`src/rtl/mult_hilo_ctrl.sv`:
```
// Purpose: registers operands for umultiplier, counts its latency, and captures the product into HI/LO.
// Latency: MULTU result lands in HI/LO at edge T0+MULT_LATENCY+1; MTHI/MTLO write at the accepting edge.
// Backpressure: stall = busy & (start | read_req); while busy, start is ignored and must be held by the requester.
module mult_hilo_ctrl #(
  parameter int unsigned MULT_LATENCY = 2
) (
  input  logic        clk,
  input  logic        rst,
  input  logic        start,
  input  logic [1:0]  op,
  input  logic [31:0] rs_val,
  input  logic [31:0] rt_val,
  input  logic        read_req,
  output logic [31:0] mult_a,
  output logic [31:0] mult_b,
  input  logic [63:0] mult_p,
  output logic [31:0] hi,
  output logic [31:0] lo,
  output logic        busy,
  output logic        done,
  output logic        stall
);

  localparam logic [1:0] OP_MULTU = 2'b00;
  localparam logic [1:0] OP_MTHI  = 2'b01;
  localparam logic [1:0] OP_MTLO  = 2'b10;

  // Counter preload; the legal latency range fits in four bits.
  localparam logic [3:0] LAT = 4'(MULT_LATENCY);

  typedef enum logic {
    IDLE = 1'b0,
    WAIT = 1'b1
  } state_t;

  state_t      state_q;
  logic [3:0]  cnt_q;
  logic [31:0] mult_a_q;
  logic [31:0] mult_b_q;
  logic [31:0] hi_q;
  logic [31:0] lo_q;
  logic        busy_q;
  logic        done_q;

  // Sequencer: accepts one request in IDLE, then waits out the multiplier latency and captures the product.
  always_ff @(posedge clk or posedge rst) begin
    if (rst) begin
      state_q  <= IDLE;
      cnt_q    <= 4'd0;
      mult_a_q <= 32'd0;
      mult_b_q <= 32'd0;
      hi_q     <= 32'd0;
      lo_q     <= 32'd0;
      busy_q   <= 1'b0;
      done_q   <= 1'b0;
    end else begin
      // done is a single-cycle pulse unless the capture branch re-arms it.
      done_q <= 1'b0;
      case (state_q)
        IDLE: begin
          if (start) begin
            case (op)
              OP_MULTU: begin
                mult_a_q <= rs_val;
                mult_b_q <= rt_val;
                cnt_q    <= LAT;
                busy_q   <= 1'b1;
                state_q  <= WAIT;
              end
              OP_MTHI: hi_q <= rs_val;
              OP_MTLO: lo_q <= rs_val;
              default: ; // reserved opcode: leave all state untouched
            endcase
          end
        end
        WAIT: begin
          // Requests arriving here are ignored; the stall output tells the requester to hold them.
          if (cnt_q != 4'd0) begin
            cnt_q <= cnt_q - 4'd1;
          end else begin
            hi_q    <= mult_p[63:32];
            lo_q    <= mult_p[31:0];
            done_q  <= 1'b1;
            busy_q  <= 1'b0;
            state_q <= IDLE;
          end
        end
        default: state_q <= IDLE;
      endcase
    end
  end

  // Stall is combinational so the requester sees it in the same cycle it asks.
  assign stall  = busy_q & (start | read_req);

  assign mult_a = mult_a_q;
  assign mult_b = mult_b_q;
  assign hi     = hi_q;
  assign lo     = lo_q;
  assign busy   = busy_q;
  assign done   = done_q;

endmodule

```
`config.mk`:
```
export PLATFORM = sky130hd
export DESIGN_NAME = mult_hilo_ctrl
export DESIGN_NICKNAME = d
export VERILOG_FILES = /design/src/rtl/mult_hilo_ctrl.sv
export SDC_FILE = /design/constraint.sdc
export NUM_CORES = 1
export LEC_CHECK = 0
export ABC_AREA = 1
export ABC_CLOCK_PERIOD_IN_PS = 12600
export CORE_MARGIN = 2
export CORE_UTILIZATION = 39
export CTS_BUF_LIST = sky130_fd_sc_hd__clkbuf_2
export DETAILED_ROUTE_END_ITERATION = 12
export PLACE_DENSITY = 0.75
export SLEW_MARGIN = 20
export SYNTH_ARGS = -nofsm -noshare
export SYNTH_HDL_FRONTEND = slang
export SYNTH_SLANG_ARGS = --single-unit
```
`constraint.sdc`:
```
create_clock -name clk -period 12.6 [get_ports clk]
set_clock_uncertainty 0.2 [all_clocks]
set_input_delay 1.26 -clock clk [delete_from_list [all_inputs] [get_ports clk]]
set_output_delay 1.26 -clock clk [all_outputs]
set_load 0.01 [all_outputs]
```
==> results by group <==
Run status
  – Status: completed

Placed design
  – Placed Instance Area: 0.00879 sq mm
  – Port buffer count: 264
  – Placed Cells incl. Taps: around 1,200
  – DP Wirelength: around 13 mm
  – GP Congestion: 0.816

Yosys
  – Post-synth top cells: nand2_1 (429), dfrtp_1 (135), nand3_1 (132)
  – Top cell type's share of synthesized area: between 50% and 60%
  – Synthesized Nets: 910
  – Sequential-to-total area share from yosys stat: ~55%
  – Top post-synthesis cells by area: dfrtp_1 (55%), nand2_1 (26%), nand3_1 (11%)
  – Main synth FF type: dfrtp_1
  – Count leader, synth: nand2_1
  – EDFF count, synth: 0
  – Post-synth cell types: 18
  – Ys Warns: 0
  – Avg Cell Area, Syn: ~7.9 sq um
  – Post-Syn Area: approximately 0.0061 sq mm
  – Synth async-reset ratio: between 90% and 100%
  – Cell type with the largest total area after synthesis: dfrtp_1
  – Post-Syn Instances: just under 800
  – Synth Register Bits: 135

Drt
  – Via density: approximately 4.9
  – Total Routed Length: 19.6 mm
  – Drt wl/cell: ~16 um
  – Initial drt markers: ~420
  – Via count: about 6,100
  – Detail Route Antenna Nets: 0
  – Drt pass-1 iters: 7
  – DRC viols: 0

Clock network
  – CTS Hold Bufs: 0
  – H-Tree Depth: 4
  – CTS tree: built
  – CTS root buffer: clkbuf_2
  – Post-CTS Setup Repair Bufs: 0
  – Resize count post-CTS: 0
  – Clock-pin slew on the worst setup and hold paths: roughly 0.17 ns
  – CTS Buf Count: 17
  – CTS Buffer Depth: 2
  – Clock latency on the worst-skew pair: roughly 0.68 ns
  – Clock Sinks: approximately 140

STA
  – Worst-Margin Slew: between 0.9 and 1 ns
  – Max Slew Vio Count: 0
  – Final Cycle Share: between 30% and 40%
  – Final Setup Violations: 0
  – Max Freq: 248 MHz
  – Min cycle time layout: slightly above 4 ns
  – Hold WS: 0.293 ns
  – Final hold violations: 0
  – Setup TNS: 0 ns
  – Worst slew margin: 36.1%
  – RSZ-0062 raised after global routing: no

Finish
  – Fillers: about 1,400
  – Post-Layout Cell Count: about 1,200
  – Finished Core Util: around 59%
  – Fin nets: 1,149
  – Final Cell Area: ~0.0090 sq mm
  – Sequential cell area: between 0.003 and 0.004 sq mm
  – Layout cells sized above 1: approximately 4.0%
  – Synth-to-Final Area Change: 47.0%
  – Multi-input gate area: between 0.002 and 0.0025 sq mm

Flow run
  – Max-cap violations: 0

Setup path
  – Worst path arrival time: 4.48 ns
  – Worst-path fanout max: 67
  – Crit Reg-Reg Startpoint: state_q
  – Critical Path Source: start
  – Req. time, crit path: approximately 13 ns
  – Critical path class: primary input to register
  – Setup crit start kind: primary input
  – CP Capture Type: register

Worst hold path
  – Min-delay src: mult_a[2]
  – HP Class: register to register

Pwr
  – Peak supply drop: ~0.094 mV
  – Cell Pwr Density: between 200 and 250 mW/mm^2
  – Leak: about 4.5 nW

GRT
  – First-pass GRT wire length: slightly above 30 mm
  – Pin count of the biggest net entering global routing: 78
  – Vias in the first global route: between 5,000 and 6,000
  – Initial antenna violation count: 1
  – GRT overflow: 0
  – GRT Util Overall: 23.8%

Floorplan
  – CORE AREA: around 0.015 sq mm
  – FP Rows: 45
  – Die Ht: ~130 um
  – Die area: about 0.017 sq mm
  – Die width: ~130 um
  – Top-Level Pins: 265
  – Initial Util: approximately two fifths
## placed cells by master (no fill, tap or decap)
cell	synthesis	layout
nand2_1	429	429
clkinv_1	0	6
clkbuf_2	0	19
dfrtp_2	0	1
bufinv_16	0	2
a21oi_1	2	2
nor2_1	5	4
inv_6	0	1
nor2_4	1	2
inv_2	1	1
nand3_2	2	2
inv_1	8	7
nor2_8	1	1
clkinv_2	0	1
nand2_2	4	4
buf_4	10	7
nand3_1	132	132
clkdlybuf4s50_1	0	264
o21ai_0	2	2
dfrtp_1	135	134
diode_2	0	1
ha_1	1	1
xnor2_1	1	1
## cell families after synthesis
family | after synthesis | synth area share (%)
AO/OA/AOI/OAI | 4 | 0.328
XOR/XNOR | 1 | 0.143
AND/OR/NAND/NOR | 574 | 38.7
adder cells (fa/ha/maj) | 1 | 0.205
flip-flops | 135 | 55.3
buffers and inverters | 60 | 5.27
## routing by layer
metal / up-vias / GRT usage [%] / share of wire [%]
met5: - / 0 / 0
met4: 0 / 9.14 / 2.7
met3: 36 / 7.27 / 9.0
met2: 288 / 37.8 / 47
met1: 2820 / 30.6 / 42
li1: 2917 / - / -
## layout make-up
| cell class | instances | share of cell area [%] |
|---|---|---|
| flip-flops and latches | 135 | 37.6 |
| repair buffers | 271 | 30.0 |
| multi-input cells | 580 | 26.9 |
| well taps | 211 | 2.94 |
| clock buffers | 19 | 1.06 |
| clock inverters | 9 | 0.976 |
| inverters | 9 | 0.432 |
| diodes | 1 | 0.0279 |
## path summary, 6_finish.rpt
kind	depth (start not counted)	slack, ns	to
max	7	8.56	lo[29]
min reg2reg	2	0.29	mult_a[2]
min in group asynchronous	2	0.83	lo[10]
max reg2reg	5	9.20	lo[29]
min	2	0.29	mult_a[2]
max in group asynchronous	3	10.12	mult_b[1]
## critical path: stages
cell and delay, ns:
clkdlybuf4s50_1 0.52, inv_2 0.08, nor2_8 0.72, nand3_2 0.83
nand2_2 0.82, nand2_1 0.13, nand2_1 0.09
## sequential cells by signal, indices dropped and copies added, names as in the netlist
name,cells
busy,1
cnt_q,4
done,1
hi,32
lo,32
mult_a,32
mult_b,32
state_q,1
## metrics by stage
step	worst slack (ns)	total power [mW]
5_1_grt	8.31	2.10
3_3_place_gp	7.88	1.72
2_1_floorplan	7.53	1.20
3_5_place_dp	7.82	1.73
6_report	8.56	1.95
4_1_cts	8.61	1.97
## report_power, final
group	switching (mW)	total [mW]	internal, mW
sequential	0.113	0.736	0.622
combinational	0.494	0.981	0.488
clock	0.149	0.233	0.0840
Note: power is estimated with default switching activity, not from simulation.
